$ cat config.mk
export PLATFORM = sky130hd
export DESIGN_NAME = imm_gen_pipe
export DESIGN_NICKNAME = d
export VERILOG_FILES = /design/src/rtl/imm_gen_pkg.sv /design/src/rtl/imm_decode.sv /design/src/rtl/imm_gen_pipe.sv
export SDC_FILE = /design/constraint.sdc
export NUM_CORES = 1
export LEC_CHECK = 0
export CAP_MARGIN = 20
export CORE_UTILIZATION = 35
export CTS_BUF_LIST = sky130_fd_sc_hd__clkbuf_16
export DETAILED_ROUTE_END_ITERATION = 6
export PLACE_DENSITY = 0.67
export SYNTH_ARGS = -nofsm -noshare
export SYNTH_HDL_FRONTEND = slang
export SYNTH_SLANG_ARGS = --single-unit
$ cat constraint.sdc
create_clock -name clk -period 2.95 [get_ports clk]
set_input_delay 0.4425 -clock clk [delete_from_list [all_inputs] [get_ports clk]]
set_output_delay 0.4425 -clock clk [all_outputs]
set_load 0.01 [all_outputs]
$ cat src/rtl/imm_gen_pkg.sv
// Shared constants for the decode-stage immediate generator: imm_sel encodings
// and the legal datapath widths.
package imm_gen_pkg;

  localparam logic [2:0] IMM_I    = 3'b000;
  localparam logic [2:0] IMM_LD   = 3'b001;
  localparam logic [2:0] IMM_S    = 3'b010;
  localparam logic [2:0] IMM_R    = 3'b011;
  localparam logic [2:0] IMM_B    = 3'b100;
  localparam logic [2:0] IMM_U    = 3'b101;
  localparam logic [2:0] IMM_JALR = 3'b110;
  localparam logic [2:0] IMM_J    = 3'b111;

  localparam int D_W_RV32 = 32;
  localparam int D_W_RV64 = 64;

  function automatic bit d_w_legal(input int w);
    return (w == D_W_RV32) || (w == D_W_RV64);
  endfunction

endpackage

$ cat src/rtl/imm_decode.sv
// Combinational RISC-V immediate decode from instruction bits [31:7].
// Optional macro IMM_GEN_CSR_ZIMM_EN makes imm_sel=011 return the CSR zimm.
module imm_decode #(
  parameter int D_W = 32
) (
  input  logic [2:0]     imm_sel,
  input  logic [24:0]    upper_inst,
  output logic [D_W-1:0] imm
);
  import imm_gen_pkg::*;

  logic        s;
  logic [31:0] imm32;

  assign s = upper_inst[24];

  // Every format fits in 32 bits and zimm has bit 31 clear, so a single
  // sign extension to D_W is correct for all selects.
  always_comb begin
    imm32 = '0;
    case (imm_sel)
      IMM_I, IMM_LD, IMM_JALR: imm32 = {{20{s}}, upper_inst[24:13]};
      IMM_S:    imm32 = {{20{s}}, upper_inst[24:18], upper_inst[4:0]};
      IMM_B:    imm32 = {{19{s}}, s, upper_inst[0], upper_inst[23:18],
                         upper_inst[4:1], 1'b0};
      IMM_U:    imm32 = {upper_inst[24:5], 12'b0};
      IMM_J:    imm32 = {{11{s}}, s, upper_inst[12:5], upper_inst[13],
                         upper_inst[23:14], 1'b0};
`ifdef IMM_GEN_CSR_ZIMM_EN
      IMM_R:    imm32 = {27'b0, upper_inst[12:8]};
`else
      IMM_R:    imm32 = '0;
`endif
      default:  imm32 = '0;
    endcase
  end

  assign imm = D_W'(signed'(imm32));

endmodule

$ cat src/rtl/imm_gen_pipe.sv
// Immediate generator feeding a 2-entry skid buffer with registered in_ready.
// Optional macro IMM_GEN_CSR_ZIMM_EN enables CSR zimm decode for imm_sel=011.
module imm_gen_pipe #(
  parameter int D_W   = 32,
  parameter int TAG_W = 32
) (
  input  logic             clk,
  input  logic             reset,
  input  logic             flush,
  input  logic             in_valid,
  output logic             in_ready,
  input  logic [2:0]       imm_sel,
  input  logic [24:0]      upper_inst,
  input  logic [TAG_W-1:0] in_tag,
  output logic             out_valid,
  input  logic             out_ready,
  output logic [D_W-1:0]   out_imm,
  output logic [TAG_W-1:0] out_tag
);
  import imm_gen_pkg::*;

  if (!d_w_legal(D_W)) begin : g_bad_d_w
    $error("imm_gen_pipe: D_W must be 32 or 64");
  end

  logic [D_W-1:0]   dec_imm;
  logic [D_W-1:0]   mem_imm [2];
  logic [TAG_W-1:0] mem_tag [2];
  logic             head;
  logic             tail;
  logic [1:0]       count;
  logic [1:0]       count_next;
  logic             push;
  logic             pop;

  imm_decode #(.D_W(D_W)) u_decode (
    .imm_sel    (imm_sel),
    .upper_inst (upper_inst),
    .imm        (dec_imm)
  );

  assign push      = in_valid & in_ready;
  assign pop       = out_valid & out_ready;
  assign out_valid = (count != 2'd0);
  assign out_imm   = mem_imm[head];
  assign out_tag   = mem_tag[head];

  always_comb begin
    count_next = count + {1'b0, push} - {1'b0, pop};
  end

  // in_ready is registered from the post-edge count so it never depends
  // combinationally on out_ready.
  always_ff @(posedge clk) begin
    if (reset) begin
      count      <= 2'd0;
      head       <= 1'b0;
      tail       <= 1'b0;
      in_ready   <= 1'b1;
      mem_imm[0] <= '0;
      mem_imm[1] <= '0;
      mem_tag[0] <= '0;
      mem_tag[1] <= '0;
    end else if (flush) begin
      count    <= 2'd0;
      head     <= 1'b0;
      tail     <= 1'b0;
      in_ready <= 1'b1;
    end else begin
      if (push) begin
        mem_imm[tail] <= dec_imm;
        mem_tag[tail] <= in_tag;
        tail          <= ~tail;
      end
      if (pop) begin
        head <= ~head;
      end
      count    <= count_next;
      in_ready <= (count_next != 2'd2);
    end
  end

endmodule

# Yosys cells after proc, flatten, opt, wreduce, memory -nomap -nowiden
# Memory sizes are Yosys's and may differ from the RTL's. A register that Yosys moved wholly into a read port is not among the register bits.
# Index checks and enable logic that the tools add are counted.
# word_totals
ram_bits,128
wordCells,43
mem_count,2
register_bits,5
output_inout_bits,66
# classes
muxes,17
n_eq_ne,8
bitwise,4
n_reduce_logical,6
n_addsub,2
# mem_list
name,words,word_bits,rd,rd_clocked_by_memory_dff,write_ports,line,text
mem_imm,2,32,1,1,2,imm_gen_pipe.sv:27,logic [D_W-1:0] mem_imm [2];
mem_tag,2,32,1,1,2,imm_gen_pipe.sv:28,logic [TAG_W-1:0] mem_tag [2];
# ops
operator,n
32-bit case mux with 6 select lines,1
32-bit 2-to-1 mux,2
32-bit OR reduction,2
1-bit 2-to-1 mux,14
3-bit == test (second input constant),4
3-bit by 2-bit == test with 1-bit output (second input constant),2
3-bit by 1-bit == test with 1-bit output (second input constant),1
3-bit logical NOT,1
3-bit OR reduction,1
2-bit by 1-bit adder with 2-bit output,1
1-bit AND,2
2-bit inequality test (second input constant),1
1-bit inverter,2
2-bit nonzero test,1
2-bit OR reduction,1
2-bit by 1-bit subtractor with 2-bit output,1

# Logic depth before layout (Yosys ltp)
# Gate-level depths: netlist (run 1).
# depth
ltp_word,7
ltp_mapped,7
ltp_nobuf,7

# Cells and area by module
# A second synthesis (run 1) with hierarchy kept.
# hier_totals
cells_unflattened,449
area_unflattened_um2,6301.0
# by_module_without_submodules
mod,cells_each,instances,area_each_um2
imm_gen_pipe,370,1,5769.3
imm_decode,79,1,531.8

# Worst setup path before layout (run 1)
# OpenSTA, ideal clock, no wires.
# synth_path
path_type,input -> register
startpoint,in flush
endpoint,"mem mem_imm[0][0], enable pin"
path_buffers,2
arrival_time_ps,2113
slack_ps,445
cell_stages,5
setup_time_ps,392
path_cell_list,or2_1 buf_6 or3_1 buf_6 or2b_2
# synth_lines
element,line,text
from (decl),imm_gen_pipe.sv:9,"input logic flush,"
to (decl),imm_gen_pipe.sv:27,

==> reports/results.txt, run 1 <==
synth unique cells = 33
logic gate share of total power = 10.1%
Inserted Diodes = 0
Post-Route WL = 13.12 mm
Post-CTS Setup Bufs = 0
Die X = 133.2 um
post-synthesis mux area share = 12.80%
fraction of layout instances using a drive strength above 1 = 20.18%
simple-gate share of the synthesized area = 12.88%
Placer Congestion = 0.7182
largest net degree at the start of global routing = 39
Finish-stage setup viols = 0
fin. max-slew vios = 0
Cell Area, Synth = 6022 um2
sequential power share = 42.7%
total clock sinks = 134
Reg2Reg Depth = 4
Port Buffers = 130
share of the synthesized area in the top cell type = 63.83%
vias in the first global route = 3853
clk buf depth = 2
Total Routing Usage GR = 15.62%
Crit path arrival time = 2080 ps
crit end category = primary output
most frequent cells in the layout = clkdlybuf4s50_1 (130), edfxtp_1 (128), and2_1 (65), mux2_2 (64), a21oi_1 (38)
asr flop ratio synth = 0%
setup slack, reg-to-reg = 1010 ps
Root Buffer = clkbuf_16
Tmin final = 2525 ps
first-pass GRT wire length = 20.53 mm
Rows = 47
Sw Ratio = 20.02%
CTS tree = yes
yosys warns = 0
Post-Synth Adder-Cell Area = 0.4155%
Final Cycle Share = 85.60%
initial core utilization = 36.06%
Int Power = 0.004126 W
largest family of logic cells by synthesized area = simple AND/OR/NAND/NOR gates
switching power = 0.001033 W
remaining global-route overflow = 0
routed via count = 3757
area of the multi-input gates = 1866 um2
Synth Area in XOR/XNOR = 0.8519%
Area Overhead vs Synth = 37.00%
io pins = 131
critical path peak fanout = 35
Syn Area/Cell = 14.14 um2
Post-DP HPWL = 8.490 mm
register area = 3965 um2
DR iter-0 viols = 189
antenna-violating nets left = 0
top cells by area, synth = edfxtp_1 (64%), mux2_2 (12%), and2_1 (6.8%), a21oi_1 (3.2%), dfxtp_1 (2.0%)
TritonCTS buffer count = 17
Hold WS = 524.4 ps
CP required = 2510 ps
Die Y = 133.2 um
Tightest Hold Check Type = flop to flop
Clk pwr share = 47.2%
Clock Skews = 6.201 ps
Seq/Total Area, Yosys = 65.82%
number of synthesized flops with an enable pin = 128
Compound-Gate Fraction of Synth Area = 3.865%
critical path type = flop to primary output
Fill cells = 1435
core footprint = 16700 um2
DR WL/cell = 16.61 um
Pre-antenna DRT Iters = 4
commonest non-fill, non-tap cell in the layout = clkdlybuf4s50_1
RSZ-0062 raised after global routing = false
Clock transition at path regs = 60 ps
Clock Latency Late Sink = 410 ps
Syn Nets = 493
Synth area leader = edfxtp_1
crit path to = out_imm[5]
RR Endpoint = mem_tag[0][26]
Via density = 4.756
area of the die = 17730 um2
DRC Markers = 0
post-cts hold buffer count = 0
Primary FF master, synth = edfxtp_1
max_slew headroom = 64.66%
final net count = 624
initial antenna violation count = 0
cells after synthesis = 426
CP Launch Type = flop
worst reg2reg startpoint = in_ready
Power Density = 625.3 nW/um2
Max Cap Viol = 0
fmax = 396.0 MHz
Synth Register Bits = 134
Leak = 3.072 nW
H-tree depth = 4
Post-CTS Resized = 0
Max rail drop VDD = 0.3717 mV
Fin. Hold Viols = 0
status = completed
Setup TNS = 0 ps
worst slew pin tran = 528.9 ps
## logic make-up after synthesis
logic type | Yosys count
multiplexers | 69
buffers and inverters | 34
AND/OR/NAND/NOR | 138
flip-flops | 134
XOR/XNOR | 5
AO/OA/AOI/OAI | 44
adder cells (fa/ha/maj) | 2
## layout make-up
cell class,count,share of cell area (%)
clock buffer,17,5.156
tap,220,3.336
clock inverter,15,3.139
timing repair buffer,143,17.56
sequential,134,48.06
inverter,3,0.1365
multi-input combinational,258,22.61
## cells in the mapped netlist, types with 2 or more instances
library cell / instances
mux2i_1: 5
o21ai_0: 2
mux2_2: 64
nor2b_1: 4
a21oi_1: 38
nor4bb_1: 2
nand2_1: 23
dfxtp_1: 6
clkbuf_2: 7
nor3_1: 2
and2_1: 65
and3_1: 12
inv_1: 3
or2b_2: 2
or3_1: 2
xnor2_1: 3
a211oi_1: 2
edfxtp_1: 128
buf_6: 7
clkbuf_1: 6
ha_1: 2
nor2_1: 20
buf_2: 11
## per-layer routing
| layer | track usage (%) | vias up | part of all wire (%) |
|---|---|---|---|
| met5 | 0 | - | 0 |
| met4 | 5.997 | 0 | 1.4 |
| met3 | 5.327 | 16 | 6.4 |
| met2 | 25.31 | 117 | 47 |
| met1 | 19.27 | 1820 | 45 |
| li1 | - | 1804 | - |
## power groups by stage
stage	logic, W	clock network, W	registers, W
finish	0.000519	0.00244	0.00220
global route	0.000557	0.00256	0.00221
CTS	0.000526	0.00248	0.00220
detailed placement	0.000523	0	0.00224
global placement	0.000515	0	0.00224
floorplan	0.000235	0	0.00224
## worst min-delay path by stage
| stage | cells after the start | slack [ps] | to | startpoint |
|---|---|---|---|---|
| finish | 2 | 520 | head | head |
| global route | 2 | 600 | flop | head |
| CTS | 2 | 530 | head | head |
| detailed placement | 2 | 510 | head | head |
| global placement | 2 | 510 | head | head |
| floorplan | 2 | 480 | flop | head |
## state kept, by name, indices dropped and copies added (netlist names), named ones only
signal    count
mem_imm      64
mem_tag      64
count         2
head          1
in_ready      1
tail          1
## per-stage QoR
| step | power (W) | std cells | instance area [um2] | utilization, % | setup slack [ps] |
|---|---|---|---|---|---|
| finish | 0.005159 | 790 | 8250 | 49.40 | 424.8 |
| global route | 0.005331 | 790 | 8250 | 49.40 | 343.4 |
| CTS | 0.005210 | 790 | 8250 | 49.40 | 399.6 |
| detailed placement | 0.002767 | 758 | 7566 | 45.30 | 407.3 |
| global placement | 0.002755 | 758 | 7566 | 45.30 | 459.3 |
| floorplan | 0.002472 | 426 | 6022 | - | 444.8 |
## critical path, stage by stage, from the launching register on
cell and delay (ps):
dfxtp_2 320, buf_4 400, mux2_2 400, clkdlybuf4s50_1 510
Note: power is estimated with default switching activity, not from simulation.
==> run 2: changes to the inputs <==
--- a/config.mk
+++ b/config.mk
@@ -9,7 +9,9 @@
 export CORE_UTILIZATION = 35
 export CTS_BUF_LIST = sky130_fd_sc_hd__clkbuf_16
 export DETAILED_ROUTE_END_ITERATION = 6
-export PLACE_DENSITY = 0.67
+export PLACE_DENSITY = 0.66
+export RECOVER_POWER = 25
 export SYNTH_ARGS = -nofsm -noshare
 export SYNTH_HDL_FRONTEND = slang
+export SYNTH_HIERARCHICAL = 1
 export SYNTH_SLANG_ARGS = --single-unit
==> reports/results.txt, run 2 <==
sequential power share = 46.5%
total clock sinks = 134
Hold Startpoint = head
DRC Markers = 0
most common cell in the netlist = and2_1
share of the synthesized area in the top cell type = 61.00%
fin util = 48.01%
Root Buffer = clkbuf_16
Seq/Total Area, Yosys = 62.91%
RSZ-0062 raised after global routing = false
Setup TNS = 0 ps
antenna-violating nets left = 0
Via density = 4.819
Max Cap Viol = 0
yosys warns = 6
Clock Skews = 9.315 ps
fmax = 391.1 MHz
Inserted Diodes = 0
Area Overhead vs Synth = 32.70%
Synth Register Bits = 134
top cells by area, synth = edfxtp_1 (61%), and2_1 (13%), mux2_2 (12%), dfxtp_1 (1.9%), o221ai_1 (1.4%)
Fin. Hold Viols = 0
vias in the first global route = 3900
synth unique cells = 40
largest registers = mem_imm: 64 flops, mem_tag: 64 flops, count: 2 flops
Syn Area/Cell = 14.03 um2
cells after synthesis = 449
crit end category = flop
RR Endpoint = mem_tag[0][4]
fraction of layout instances using a drive strength above 1 = 19.73%
worst reg2reg startpoint = in_ready
post-cts hold buffer count = 0
Max rail drop VDD = 0.4381 mV
Final Cycle Share = 86.67%
Finish-stage setup viols = 0
io pins = 131
status = completed
initial antenna violation count = 0
setup slack, reg-to-reg = 880 ps
Placer Congestion = 0.8095
Fill cells = 1514
remaining global-route overflow = 0
Synth area leader = edfxtp_1
worst slew pin tran = 1169 ps
final net count = 642
number of synthesized flops with an enable pin = 128
CP required = 2970 ps
Post-CTS Setup Bufs = 0
CTS tree = yes
Syn Nets = 515
Tmin final = 2557 ps
Post-Route WL = 13.25 mm
Primary FF master, synth = edfxtp_1
asr flop ratio synth = 0%
Clk pwr share = 42.3%
register area = 3965 um2
Total Routing Usage GR = 15.21%
Post-DP HPWL = 8.418 mm
initial core utilization = 36.18%
critical path type = input port to flop
most frequent cells in the layout = and2_1 (128), clkdlybuf4s50_1 (128), edfxtp_1 (128), mux2_2 (69), clkbuf_16 (17)
max_slew headroom = 22.07%
Pre-antenna DRT Iters = 5
core footprint = 17420 um2
Crit path arrival time = 2580 ps
Die Y = 136.2 um
Synth top cells by count = and2_1 (129), edfxtp_1 (128), mux2_2 (69)
Clock Latency Late Sink = 420 ps
Leak = 3.070 nW
DR iter-0 viols = 201
Sw Ratio = 21.87%
Die X = 136.2 um
Reg2Reg Depth = 4
area of the multi-input gates = 2152 um2
Port Buffers = 130
DR WL/cell = 16.29 um
area of the die = 18540 um2
fin. max-slew vios = 0
Cell Area, Synth = 6301 um2
critical path peak fanout = 38
Power Density = 567.3 nW/um2
routed via count = 3918
Tightest Hold Check Type = flop to flop
TritonCTS buffer count = 17
first-pass GRT wire length = 20.87 mm
CP Launch Type = input port
Rows = 48
Post-CTS Resized = 0
largest net degree at the start of global routing = 65
H-tree depth = 4
logic gate share of total power = 11.2%
clk buf depth = 2
Clock transition at path regs = 50 ps
Hold Path Depth = 2
switching power = 0.001037 W
Int Power = 0.003706 W
==> run 2: cell types whose count changed after synthesis, moves of 5 or more <==
cell | previous run | this run
and3_1 | 12 | 1
o221ai_1 | 0 | 10
o21ai_0 | 2 | 8
mux2i_1 | 5 | 0
buf_4 | 0 | 7
nand2b_1 | 0 | 10
mux2_2 | 64 | 69
nor2_1 | 20 | 5
nand2_1 | 23 | 2
buf_6 | 7 | 1
a21oi_1 | 38 | 0
a21boi_0 | 0 | 6
nand3_1 | 0 | 8
and2_1 | 65 | 129
==> run 2: stage by stage <==
stage / hold WS, ps / instance area (um2) / worst slack (ps) / cells / total power [W]
final: 512.0 / 8362 / 393.3 / 813 / 0.004743
after global routing: 559.8 / 8362 / 265.5 / 813 / 0.004923
after CTS: 518.8 / 8388 / 432.8 / 813 / 0.004812
after detailed placement: 505.0 / 7825 / 564.6 / 782 / 0.002790
after global placement: 497.4 / 7825 / 626.1 / 782 / 0.002776
after floorplan: 472.5 / 6301 / 632.8 / 449 / 0.002494
==> run 2: layer usage <==
layer | up-vias | track usage, % | routed length [um]
met3 | 12 | 4.288 | 788
met2 | 122 | 24.70 | 6427
met1 | 1920 | 19.47 | 5911
li1 | 1864 | - | -
met5 | - | 0 | 0
met4 | 0 | 5.000 | 117
==> run 2: cell families after synthesis <==
group | count (synthesis) | synth area share (%)
and+or+nand+nor | 172 | 17.04
adders and majority gates | 1 | 0.1985
AOI/OAI and AO/OA | 32 | 3.674
DFF | 134 | 62.91
xor gates and xnor gates | 5 | 0.8143
muxes | 69 | 12.33
buffers and inverters | 36 | 3.038
==> run 2: power by group through the flow <==
stage,registers (W),clock network (W),logic [W]
global placement,0.00224,0,0.000536
floorplan,0.00224,0,0.000255
CTS,0.00221,0.00206,0.000548
detailed placement,0.00225,0,0.000544
finish,0.00221,0.00200,0.000533
global route,0.00222,0.00213,0.000578
==> run 2: final cells by class <==
cell class	count	area share (%)
multi-input combinational	279	25.74
sequential	134	47.42
timing repair buffer	141	16.61
tap	225	3.367
inverter	3	0.1347
clock buffer	17	5.088
clock inverter	14	1.646
==> run 2: worst max-delay path by stage <==
stage | start | to | slack (ps) | cells after the start
final | reset | mem_tag[0][4] | 390 | 5
after global routing | reset | mem_imm[0][23] | 270 | 5
after CTS | flop | out_imm[1] | 430 | 3
after detailed placement | reset | mem_imm[0][23] | 560 | 5
after global placement | imm_sel[0] | mem_imm[1][30] | 630 | 5
after floorplan | flush | mem_imm[0][0] | 630 | 4
==> run 2: critical path, cell delays in order <==
cell	delay (ps)
dlygate4sd3_1	580
or2_0	330
nor3b_4	240
or2_4	150
clkbuf_2	800
==> run 3: changes to the inputs <==
--- a/config.mk
+++ b/config.mk
@@ -5,7 +5,6 @@
 export SDC_FILE = /design/constraint.sdc
 export NUM_CORES = 1
 export LEC_CHECK = 0
-export CAP_MARGIN = 20
 export CORE_UTILIZATION = 35
 export CTS_BUF_LIST = sky130_fd_sc_hd__clkbuf_16
 export DETAILED_ROUTE_END_ITERATION = 6
==> results of run 3 <==
Same layout as run 2: the final DEF is identical, and so are final timing and power.
